## config.mk

```make
export PLATFORM = sky130hd
export DESIGN_NAME = led_pattern_gen
export DESIGN_NICKNAME = d
export VERILOG_FILES = /design/src/rtl/led_pattern_gen.sv
export SDC_FILE = /design/constraint.sdc
export NUM_CORES = 1
export LEC_CHECK = 0
export BUFFER_PORTS_ARGS = -buffer_cell sky130_fd_sc_hd__buf_4
export CAP_MARGIN = 0
export CELL_PAD_IN_SITES_DETAIL_PLACEMENT = 0
export CELL_PAD_IN_SITES_GLOBAL_PLACEMENT = 1
export CORE_ASPECT_RATIO = 0.7
export CORE_UTILIZATION = 51
export CTS_CLUSTER_SIZE = 20
export DETAILED_ROUTE_END_ITERATION = 8
export PLACE_DENSITY_LB_ADDON = 0.1
export SETUP_SLACK_MARGIN = 0.1
export SLEW_MARGIN = 20
export SYNTH_ARGS = -nofsm -noshare
export SYNTH_HDL_FRONTEND = slang
export SYNTH_SLANG_ARGS = --single-unit
export TNS_END_PERCENT = 30
```

## constraint.sdc

```tcl
create_clock -name clk -period 4.6 [get_ports clk]
set_clock_uncertainty 0.2 [all_clocks]
set_input_delay 0 -clock clk [delete_from_list [all_inputs] [get_ports clk]]
set_output_delay 0 -clock clk [all_outputs]
set_load 0.005 [all_outputs]
```

## src/rtl/led_pattern_gen.sv

```systemverilog
// LED pattern sequencer: rotate-left, rotate-right, bounce, binary count and
// blink patterns. It advances on an internal prescaler enable or on a manual step pulse.
module led_pattern_gen #(
    parameter int NUM_LEDS = 4,
    parameter int DIV      = 12500000
) (
    input  logic                clk,
    input  logic                nrst,
    input  logic                en,
    input  logic [2:0]          mode,
    input  logic [1:0]          speed,
    input  logic                step,
    output logic                tick,
    output logic [NUM_LEDS-1:0] led
);

    localparam int CW = $clog2(DIV);

    typedef enum logic [2:0] {
        ROT_L  = 3'd0,
        ROT_R  = 3'd1,
        BOUNCE = 3'd2,
        COUNT  = 3'd3,
        BLINK  = 3'd4
    } mode_t;

    typedef enum logic {
        DIR_UP   = 1'b0,
        DIR_DOWN = 1'b1
    } dir_t;

    logic [CW-1:0]       count;
    logic [2:0]          mode_q;
    logic                started;
    dir_t                dir;

    logic [31:0]         lim_m1;
    logic                natural;
    logic                adv;
    logic                mode_chg;
    logic [NUM_LEDS-1:0] seed;
    logic [NUM_LEDS-1:0] next_led;
    dir_t                next_dir;

    // Prescaler compare and advance qualification.
    always_comb begin
        lim_m1   = (32'(DIV) >> speed) - 32'd1;
        natural  = en && (32'(count) >= lim_m1);
        adv      = natural || step;
        mode_chg = (mode != mode_q);
    end

    // Seed for the first advance and the pattern's next value after it.
    always_comb begin
        seed     = NUM_LEDS'(1);
        next_led = {led[NUM_LEDS-2:0], led[NUM_LEDS-1]};
        next_dir = dir;
        case (mode_q)
            ROT_R: begin
                seed     = {1'b1, {(NUM_LEDS-1){1'b0}}};
                next_led = {led[0], led[NUM_LEDS-1:1]};
            end
            BOUNCE: begin
                if (dir == DIR_UP) begin
                    next_led = led << 1;
                    if (next_led[NUM_LEDS-1]) next_dir = DIR_DOWN;
                end else begin
                    next_led = led >> 1;
                    if (next_led[0]) next_dir = DIR_UP;
                end
            end
            COUNT: next_led = led + NUM_LEDS'(1);
            BLINK: begin
                seed     = '1;
                next_led = ~led;
            end
            default: ;
        endcase
    end

    // Sequencer state: a mode change clears the pattern and drops any advance in the same cycle.
    always_ff @(posedge clk or negedge nrst) begin
        if (!nrst) begin
            count   <= '0;
            mode_q  <= '0;
            started <= 1'b0;
            dir     <= DIR_UP;
            led     <= '0;
            tick    <= 1'b0;
        end else begin
            mode_q <= mode;
            if (mode_chg) begin
                count   <= '0;
                started <= 1'b0;
                dir     <= DIR_UP;
                led     <= '0;
                tick    <= 1'b0;
            end else begin
                if (en) count <= natural ? '0 : count + CW'(1);
                tick <= adv;
                if (adv) begin
                    if (!started) begin
                        led     <= seed;
                        started <= 1'b1;
                    end else begin
                        led <= next_led;
                        dir <= next_dir;
                    end
                end
            end
        end
    end

endmodule

```

==> qor.csv, run 1 <==
metric;value;unit
status;complete, but fails checks;
failing checks;negative hold slack;
leakage power;1.45;nW
total CTS buffers;5;
Fillers;477;
P per Cell Area;213;nW/um2
final max-slew violation count;0;
most frequent cells in the layout;nand2_1, dfrtp_1, nor2_1, ha_1, nand3_1;
WP data arrival;3120;ps
Hold/Removal Path Class;in2async;
drc violations;0;
Startpoint Class;flop;
final hold violation count;6;
crit path kind;reg2reg;
Clock Tree Buf Depth;2;
die width;91.3;um
syn avg cell area;8.52;um2
Diodes inserted;0;
Max rail drop VDD;0.151;mV
global-route wire length before repair;12300;um
core region area;5310;um2
TritonCTS clock tree;done;
post-CTS sizing;0;
Worst Path Required;4570;ps
Fmax;0.318;GHz
clk sink count;34;
fin crit share;68.5;%
Area Overhead vs Synth;11.3;%
Setup TNS Final;0;ps
IO Port Bufs;13;
Worst Path Max Fanout;18;
FF+latch area;851;um2
clock insertion delay at the later pin of the skew report;290;ps
setup violators final;0;
gr usage total;27.5;%
Placer Congestion;0.868;
RSZ-0062 raised after global routing;no;
commonest non-fill, non-tap cell in the layout;nand2_1;
Rows;22;
Cells after Synth;334;
final core utilization;59.6;%
hpwl dp;5570;um
via/cell ratio;6.21;
via count;2620;
asr flop ratio synth;100;%
gr ovfl total;0;
Final ANT Viol Nets;0;
final wirelength;7340;um
min Tclk post-route;3150;ps
final net count;382;
largest net degree at the start of global routing;35;
worst-margin pin slew;918;ps
share of post-route cells with drive strength above 1;12.0;%
Netlist cell types;60;
drt wl/cell;17.4;um
Ports;14;
Worst-path clk slew;70;ps
CP endpoint kind;flop;
H-tree depth;2;
Slew HR;38.3;%
antenna violations before repair;0;
hold slack;-6.89;ps
maxcap violations;0;
initial detailed-routing violation count;277;
Post-synth EDFFs;0;
Multi-input gate area;1870;um2
chip height;64.5;um
register area share after synthesis;29.9;%
Starting Density;53.6;%
synthesized cell area;2850;um2
CTS Root Cell;clkbuf_8;
drt pass-1 iters;5;
Most used DFF post-synth;dfrtp_1;
Seq cells post-synth;34;
vias in the first global route;2296;
yosys warns;0;
Die Area;5890;um2
metal layers:
metal | share of wire, % | vias to the layer above | global-route usage, %
li1 | - | 1274 | -
met1 | 55 | 1244 | 46.8
met2 | 37 | 95 | 33.6
met3 | 6.8 | 7 | 3.87
met4 | 0.93 | 0 | 8.33
met5 | 0 | - | 0
path summary, 6_finish.rpt:
check                                     start               endpoint  slack [ps]  cells past startpoint
setup / recovery           count[9]$_DFFE_PN0P_  count[17]$_DFFE_PN0P_        1450                      7
setup reg to reg           count[9]$_DFFE_PN0P_  count[17]$_DFFE_PN0P_        1450                      7
hold reg to reg            count[1]$_DFFE_PN0P_   count[1]$_DFFE_PN0P_         350                      1
min in group clk                        mode[1]    mode_q[1]$_DFF_PN0_         180                      2
max in group asynchronous                  nrst    mode_q[2]$_DFF_PN0_        3880                      2
hold / removal                             nrst   count[9]$_DFFE_PN0P_          -7                      2
area by class of cell:
cell class / instances / area share (%)
inverters: 16 / 1.90
well taps: 72 / 2.84
clock inverters: 1 / 0.948
clock buffers: 6 / 2.61
flip-flops and latches: 34 / 26.9
repair buffers: 22 / 5.69
multi-input cells: 271 / 59.2
critical path, cell delays in order (launching register included):
cell and delay, ps:
dfrtp_1 480, ha_1 350, a21o_1 190, a311oi_1 350
o22ai_2 200, o31ai_4 750, nand2_4 130, o41ai_1 380
cells by family after synthesis:
family | share of synthesized area [%]
adder cells (fa/ha/maj) | 10.1
other | 0.132
buffers and inverters | 4.35
XOR/XNOR | 2.46
flip-flops | 29.9
AO/OA/AOI/OAI | 23.0
AND/OR/NAND/NOR | 27.2
multiplexers | 2.86
sequential cells by signal, summed over array words and instances, names as in the netlist:
| register | cells |
|---|---|
| mode_q | 3 |
| dir | 1 |
| started | 1 |
| count | 24 |
| tick | 1 |
| led | 4 |
Yosys cell counts (4+ instances only):
library cell / count / area (um2)
a21o_1: 4 / 30.0
a21oi_1: 12 / 60.1
a221o_1: 6 / 60.1
a22o_1: 4 / 35.0
and2_1: 5 / 31.3
clkbuf_1: 6 / 22.5
dfrtp_1: 34 / 851
ha_1: 23 / 288
inv_1: 16 / 60.1
mux2i_1: 7 / 70.1
nand2_1: 46 / 173
nand3_1: 22 / 110
nand4_1: 16 / 100
nor2_1: 29 / 109
nor2b_1: 4 / 25.0
nor3_1: 5 / 25.0
nor4_1: 4 / 25.0
o211ai_1: 10 / 75.1
o21ai_0: 9 / 45.0
xnor2_1: 6 / 52.6
per-stage QoR:
step / total power, mW / worst slack [ps] / std cells / instance area (um2)
after floorplan: 0.365 / 2100 / 335 / 2850
after global placement: 0.393 / 1480 / 409 / 3000
after detailed placement: 0.394 / 1390 / 409 / 3000
after CTS: 0.682 / 1450 / 422 / 3170
after global routing: 0.709 / 1300 / 422 / 3170
final: 0.676 / 1450 / 422 / 3170
what timing repair did:
action | 4_1_cts | 5_1_grt
hold buffers | 6 | 0
endpoints found under the hold margin | 44 | 0
buffers inserted | 0 | 0
power breakdown:
part	internal [mW]	switching [mW]	total (mW)	leakage, nW
logic	0.0337	0.0485	0.0823	0.927
registers	0.302	0.00929	0.311	0.468
clock network	0.173	0.109	0.283	0.0573
total	0.509	0.167	0.676	1.45
Power figures use the tool's default switching activity.
==> run 2, diff against run 1 <==
--- a/config.mk
+++ b/config.mk
@@ -10,7 +10,7 @@
 export CELL_PAD_IN_SITES_DETAIL_PLACEMENT = 0
 export CELL_PAD_IN_SITES_GLOBAL_PLACEMENT = 1
 export CORE_ASPECT_RATIO = 0.7
-export CORE_UTILIZATION = 51
+export CORE_UTILIZATION = 47
 export CTS_CLUSTER_SIZE = 20
 export DETAILED_ROUTE_END_ITERATION = 8
 export PLACE_DENSITY_LB_ADDON = 0.1
==> constraint.sdc (replaced) <==
create_clock -name clk -period 3.15 [get_ports clk]
set_clock_uncertainty 0.2 [all_clocks]
set_input_delay 0 -clock clk [delete_from_list [all_inputs] [get_ports clk]]
set_output_delay 0 -clock clk [all_outputs]
set_load 0.005 [all_outputs]
==> qor.csv, run 2 (same netlist as run 1, synthesis figures left out) <==
metric;value;unit;change
status;complete, but fails checks;;unchanged
failing checks;negative hold slack;;unchanged
via/cell ratio;6.22;;was 6.21
sw power;264;uW;was 167 uW
Sw Share;28.4;%;was 24.7%
CP Depth;7;;unchanged
min Tclk post-route;2810;ps;was 3150 ps
worst-margin pin slew;498;ps;was 918 ps
IO Port Bufs;13;;unchanged
Fmax;0.356;GHz;was 0.318 GHz
Ports;14;;unchanged
clock insertion delay at the later pin of the skew report;290;ps;about the same
core region area;5780;um2;was 5310 um2
antenna violations before repair;0;;unchanged
largest net degree at the start of global routing;35;;unchanged
Worst Setup SP;count[8]$_DFFE_PN0P_;;was count[9]$_DFFE_PN0P_
RSZ-0062 raised after global routing;no;;unchanged
hpwl dp;5600;um;was 5570 um
clk sink count;34;;unchanged
Max rail drop VDD;0.203;mV;was 0.151 mV
R2R Path Start;count[8]$_DFFE_PN0P_;;was count[9]$_DFFE_PN0P_
total CTS buffers;5;;unchanged
Startpoint Class;flop;;unchanged
Critical-path top delay cell;dfrtp_1;;was o31ai_4
final max-slew violation count;0;;unchanged
Worst-path clk slew;80;ps;was 70 ps
Placer Congestion;0.895;;was 0.868
final wirelength;7510;um;was 7340 um
final net count;389;;was 382
vias in the first global route;2332;;was 2296
P per Cell Area;291;nW/um2;was 213 nW/um2
Cell Chain, Critical Path;ha_1 -> a21o_1 -> a311oi_1 -> o22ai_2 -> o31a_2 -> nor3_4 -> a221o_1;;was ha_1 -> a21o_1 -> a311oi_1 -> o22ai_2 -> o31ai_4 -> nand2_4 -> o41ai_1
Setup TNS Final;0;ps;unchanged
via count;2692;;was 2620
CP endpoint kind;flop;;unchanged
hold slack;-6.62;ps;was -6.89 ps
Slew HR;66.6;%;was 38.3%
CTS Root Cell;clkbuf_8;;unchanged
Worst Path Max Fanout;8;;was 18
Starting Density;49.2;%;was 53.6%
WP buf/inv;0;;unchanged
CP delay by family, top;compound AO/OA/AOI/OAI gates;;unchanged
setup violators final;0;;unchanged
fin crit share;89.1;%;was 68.5%
clock power share;38.2;%;was 41.8%
Worst path max stage delay;480;ps;was 750 ps
DP Area;3050;um2;was 3000 um2
post-CTS sizing;0;;unchanged
Rows;23;;was 22
drt wl/cell;17.3;um;was 17.4 um
Clock Tree Buf Depth;2;;unchanged
Area Overhead vs Synth;12.7;%;was 11.3%
drt pass-1 iters;5;;unchanged
TritonCTS clock tree;done;;unchanged
WP data arrival;2840;ps;was 3120 ps
maxcap violations;0;;unchanged
Worst Path Required;3180;ps;was 4570 ps
global-route wire length before repair;12400;um;was 12300 um
Fillers;525;;was 477
commonest non-fill, non-tap cell in the layout;nand2_1;;unchanged
Diodes inserted;0;;unchanged
crit path kind;reg2reg;;unchanged
Reg with most FFs;count;;unchanged
Hold/Removal Path Class;in2async;;unchanged
hold bufs inserted after CTS;6;;unchanged
r2r worst-path depth;7;;unchanged
initial detailed-routing violation count;205;;was 277
Seq pwr share;47.7;%;was 46.0%
Final ANT Viol Nets;0;;unchanged
drc violations;0;;unchanged
chip height;67.1;um;was 64.5 um
number of flip-flops in the largest register;24;;unchanged
share of post-route cells with drive strength above 1;14.0;%;was 12.0%
Largest regs;count (24), led (4), mode_q (3);;unchanged
most frequent cells in the layout;nand2_1, dfrtp_1, nor2_1, ha_1, buf_4;;was nand2_1, dfrtp_1, nor2_1, ha_1, nand3_1
Die Area;6370;um2;was 5890 um2
final hold violation count;14;;was 6
Post-CTS Setup Inserts;0;;unchanged
leakage power;1.48;nW;was 1.45 nW
Combinational Power Share;14.0;%;was 12.2%
Final Cell Area;3210;um2;was 3170 um2
gr usage total;26.4;%;was 27.5%
gr ovfl total;0;;unchanged
die width;95.0;um;was 91.3 um
Pint;667;uW;was 509 uW
H-tree depth;2;;unchanged
## run 2: cell count changes in the layout (fill, tap and decap cells not counted)
cell,delta
clkinvlp_4,+1
clkinv_2,+1
bufinv_16,-1
buf_4,+7
## run 2: cell type report
cell class | instances | area [um2] | area share, %
Sequential cell | 34 | 851 | 26.5
Clock buffer | 6 | 82.6 | 2.58
Tap cell | 75 | 93.8 | 2.93
Clock inverter | 2 | 12.5 | 0.390
Inverter | 16 | 60.1 | 1.87
Timing Repair Buffer | 29 | 233 | 7.26
Multi-Input combinational cell | 271 | 1870 | 58.4
## run 2: worst paths after layout
check                      slack (ps)                     to
setup / recovery                  340  count[18]$_DFFE_PN0P_
hold / removal                     -7  count[23]$_DFFE_PN0P_
setup reg to reg                  340  count[18]$_DFFE_PN0P_
hold reg to reg                   350   count[0]$_DFFE_PN0P_
max in group asynchronous        2440  count[13]$_DFFE_PN0P_
min in group clk                  170    mode_q[1]$_DFF_PN0_
## run 2: metrics by stage
stage | std cells | hold WS [ps] | worst slack (ps) | power [mW] | util (%)
CTS | 433 | 4.41 | 357 | 0.939 | 55.4
global route | 433 | 62.6 | 214 | 0.973 | 55.4
global placement | 419 | -218 | 259 | 0.578 | 52.8
floorplan | 335 | -496 | 647 | 0.533 | -
detailed placement | 419 | -219 | 234 | 0.578 | 52.8
finish | 433 | -6.62 | 342 | 0.932 | 55.4
## run 2: metal layers
metal | GRT usage (%) | routed length [um] | vias up
li1 | - | - | 1305
met1 | 44.6 | 3910 | 1241
met2 | 32.6 | 2780 | 139
met3 | 5.59 | 767 | 7
met4 | 3.98 | 61 | 0
met5 | 0 | 0 | -
## run 2: power groups by stage
stage                     Combinational [mW]  Sequential (mW)  Clock (mW)
after floorplan                       0.0805            0.452           0
after global placement                 0.124            0.453           0
after detailed placement               0.125            0.454           0
after CTS                              0.131            0.445       0.363
after global routing                   0.146            0.446       0.381
final                                  0.131            0.445       0.356
## run 2: worst register-to-register path, cell delays in order (launching register included)
cell,delay [ps]
dfrtp_1,480
ha_1,250
a21o_1,210
a311oi_1,410
o22ai_2,190
o31a_2,450
nor3_4,350
a221o_1,210
==> run 3, diff against run 2 <==
--- a/config.mk
+++ b/config.mk
@@ -7,13 +7,11 @@
 export LEC_CHECK = 0
 export BUFFER_PORTS_ARGS = -buffer_cell sky130_fd_sc_hd__buf_4
 export CAP_MARGIN = 0
-export CELL_PAD_IN_SITES_DETAIL_PLACEMENT = 0
-export CELL_PAD_IN_SITES_GLOBAL_PLACEMENT = 1
 export CORE_ASPECT_RATIO = 0.7
-export CORE_UTILIZATION = 47
+export CORE_UTILIZATION = 60
 export CTS_CLUSTER_SIZE = 20
 export DETAILED_ROUTE_END_ITERATION = 8
-export PLACE_DENSITY_LB_ADDON = 0.1
+export PLACE_DENSITY = 0.78
 export SETUP_SLACK_MARGIN = 0.1
 export SLEW_MARGIN = 20
 export SYNTH_ARGS = -nofsm -noshare
==> qor.csv, run 3 (same netlist as run 1, synthesis figures left out) <==
metric;value;unit;change
largest net degree at the start of global routing;35;;unchanged
final wirelength;7560;um;was 7510 um
TritonCTS clock tree;done;;unchanged
Startpoint Class;flop;;unchanged
Ports;14;;unchanged
Combinational Power Share;13.2;%;was 14.0%
drc violations;8;;was 0
Area Overhead vs Synth;12.1;%;was 12.7%
min Tclk post-route;2910;ps;was 2810 ps
worst-margin pin slew;544;ps;was 498 ps
status;complete, but fails checks;;unchanged
final net count;386;;was 389
number of flip-flops in the largest register;24;;unchanged
post-CTS sizing;0;;unchanged
Placed Cells;396;;was 419
WP data arrival;2940;ps;was 2840 ps
Post-Place Setup Slack;163;ps;was 234 ps
final max-slew violation count;0;;unchanged
Die Area;5030;um2;was 6370 um2
setup violators final;0;;unchanged
Diodes inserted;0;;unchanged
vias in the first global route;2386;;was 2332
Worst-path clk slew;80;ps;about the same
Clock Tree Buf Depth;2;;unchanged
fin cells;409;;was 433
Seq pwr share;44.8;%;was 47.7%
via count;2752;;was 2692
CTS Root Cell;clkbuf_8;;unchanged
via/cell ratio;6.73;;was 6.22
clock power share;42.0;%;was 38.2%
antenna violations before repair;0;;unchanged
Sw Share;25.3;%;was 28.4%
clk sink count;34;;unchanged
Reg with most FFs;count;;unchanged
leakage power;1.47;nW;was 1.48 nW
final core utilization;71.6;%;was 55.4%
Max rail drop VDD;0.226;mV;was 0.203 mV
r2r worst-path depth;7;;unchanged
fin crit share;92.4;%;was 89.1%
Final ANT Viol Nets;0;;unchanged
initial detailed-routing violation count;255;;was 205
hpwl dp;5530;um;was 5600 um
Placer Congestion;0.919;;was 0.895
crit path kind;reg2reg;;unchanged
Pint;746;uW;was 667 uW
H-tree depth;2;;unchanged
reg2reg end;count[11]$_DFFE_PN0P_;;was count[18]$_DFFE_PN0P_
core region area;4450;um2;was 5780 um2
drt wl/cell;18.5;um;was 17.3 um
Worst Path Required;3180;ps;about the same
Starting Density;63.9;%;was 49.2%
final hold violation count;5;;was 14
Largest regs;count (24), led (4), mode_q (3);;unchanged
share of post-route cells with drive strength above 1;13.0;%;was 14.0%
chip height;59.6;um;was 67.1 um
Worst Path Max Fanout;8;;unchanged
IO Port Bufs;13;;unchanged
CP endpoint kind;flop;;unchanged
global-route wire length before repair;12200;um;was 12400 um
Final WS setup;238;ps;was 342 ps
total CTS buffers;5;;unchanged
die width;84.3;um;was 95.0 um
Fmax;0.343;GHz;was 0.356 GHz
drt pass-1 iters;7;;was 5
Rows;20;;was 23
gr usage total;32.3;%;was 26.4%
FF-to-FF setup slack;240;ps;was 340 ps
sw power;253;uW;was 264 uW
commonest non-fill, non-tap cell in the layout;nand2_1;;unchanged
clock insertion delay at the later pin of the skew report;290;ps;about the same
P per Cell Area;313;nW/um2;was 291 nW/um2
gr ovfl total;0;;unchanged
Setup TNS Final;0;ps;unchanged
Hold/Removal Path Class;in2async;;unchanged
RSZ-0062 raised after global routing;no;;unchanged
maxcap violations;0;;unchanged
Post-CTS Setup Inserts;0;;unchanged
failing checks;design-rule violations, negative hold slack;;was negative hold slack
Slew HR;63.4;%;was 66.6%
R2R Path Start;count[9]$_DFFE_PN0P_;;was count[8]$_DFFE_PN0P_
hold slack;-20.3;ps;was -6.62 ps
most frequent cells in the layout;nand2_1, dfrtp_1, nor2_1, ha_1, nand3_1;;was nand2_1, dfrtp_1, nor2_1, ha_1, buf_4
==> run 3: power by group through the flow <==
stage / registers, mW / clock network [mW] / logic [mW]
after floorplan: 0.452 / 0 / 0.0805
after global placement: 0.456 / 0 / 0.119
after detailed placement: 0.456 / 0 / 0.123
after CTS: 0.447 / 0.421 / 0.129
after global routing: 0.448 / 0.441 / 0.144
final: 0.448 / 0.419 / 0.132
==> run 3: worst max path at each step <==
stage	start	to	slack [ps]	cells after the start
after detailed placement	speed[0]	count[11]$_DFFE_PN0P_	160	12
after global placement	speed[0]	count[20]$_DFFE_PN0P_	280	12
after global routing	count[9]$_DFFE_PN0P_	count[9]$_DFFE_PN0P_	100	7
after floorplan	speed[1]	count[11]$_DFFE_PN0P_	650	10
after CTS	count[9]$_DFFE_PN0P_	count[11]$_DFFE_PN0P_	280	7
final	count[9]$_DFFE_PN0P_	count[11]$_DFFE_PN0P_	240	7
==> run 3: metal layers <==
metal | up-vias | track usage (%) | share of wire, %
li1 | 1288 | - | -
met4 | 0 | 8.62 | 1.3
met1 | 1311 | 50.4 | 47
met5 | - | 0 | 0
met3 | 12 | 8.08 | 9.9
met2 | 141 | 43.6 | 41
==> run 3: through the flow <==
step / cell area (um2) / total power [mW]
floorplan: 2850 / 0.533
global route: 3190 / 1.03
detailed placement: 3020 / 0.579
global placement: 3020 / 0.575
CTS: 3190 / 0.998
finish: 3190 / 0.999
==> run 3: critical path, cell delays in order, from the launching register on <==
cell,delay (ps)
dfrtp_1,490
ha_1,390
a21o_1,210
a311oi_1,340
o22ai_2,180
o31a_2,440
nor3_4,370
a221o_1,220
==> run 3: timing repair <==
| action | CTS | global route |
|---|---|---|
| hold buffers | 6 | 0 |
| hold endpoints to repair | 44 | 0 |
| endpoints found under the setup margin | 0 | 0 |
==> run 3: cell type report <==
cell class	count	area, um2
clock buffer	6	82.6
clock inverter	1	30.0
fill	331	1260
inverter	16	60.1
multi-input combinational	271	1870
sequential	34	851
tap	55	68.8
timing repair buffer	26	223
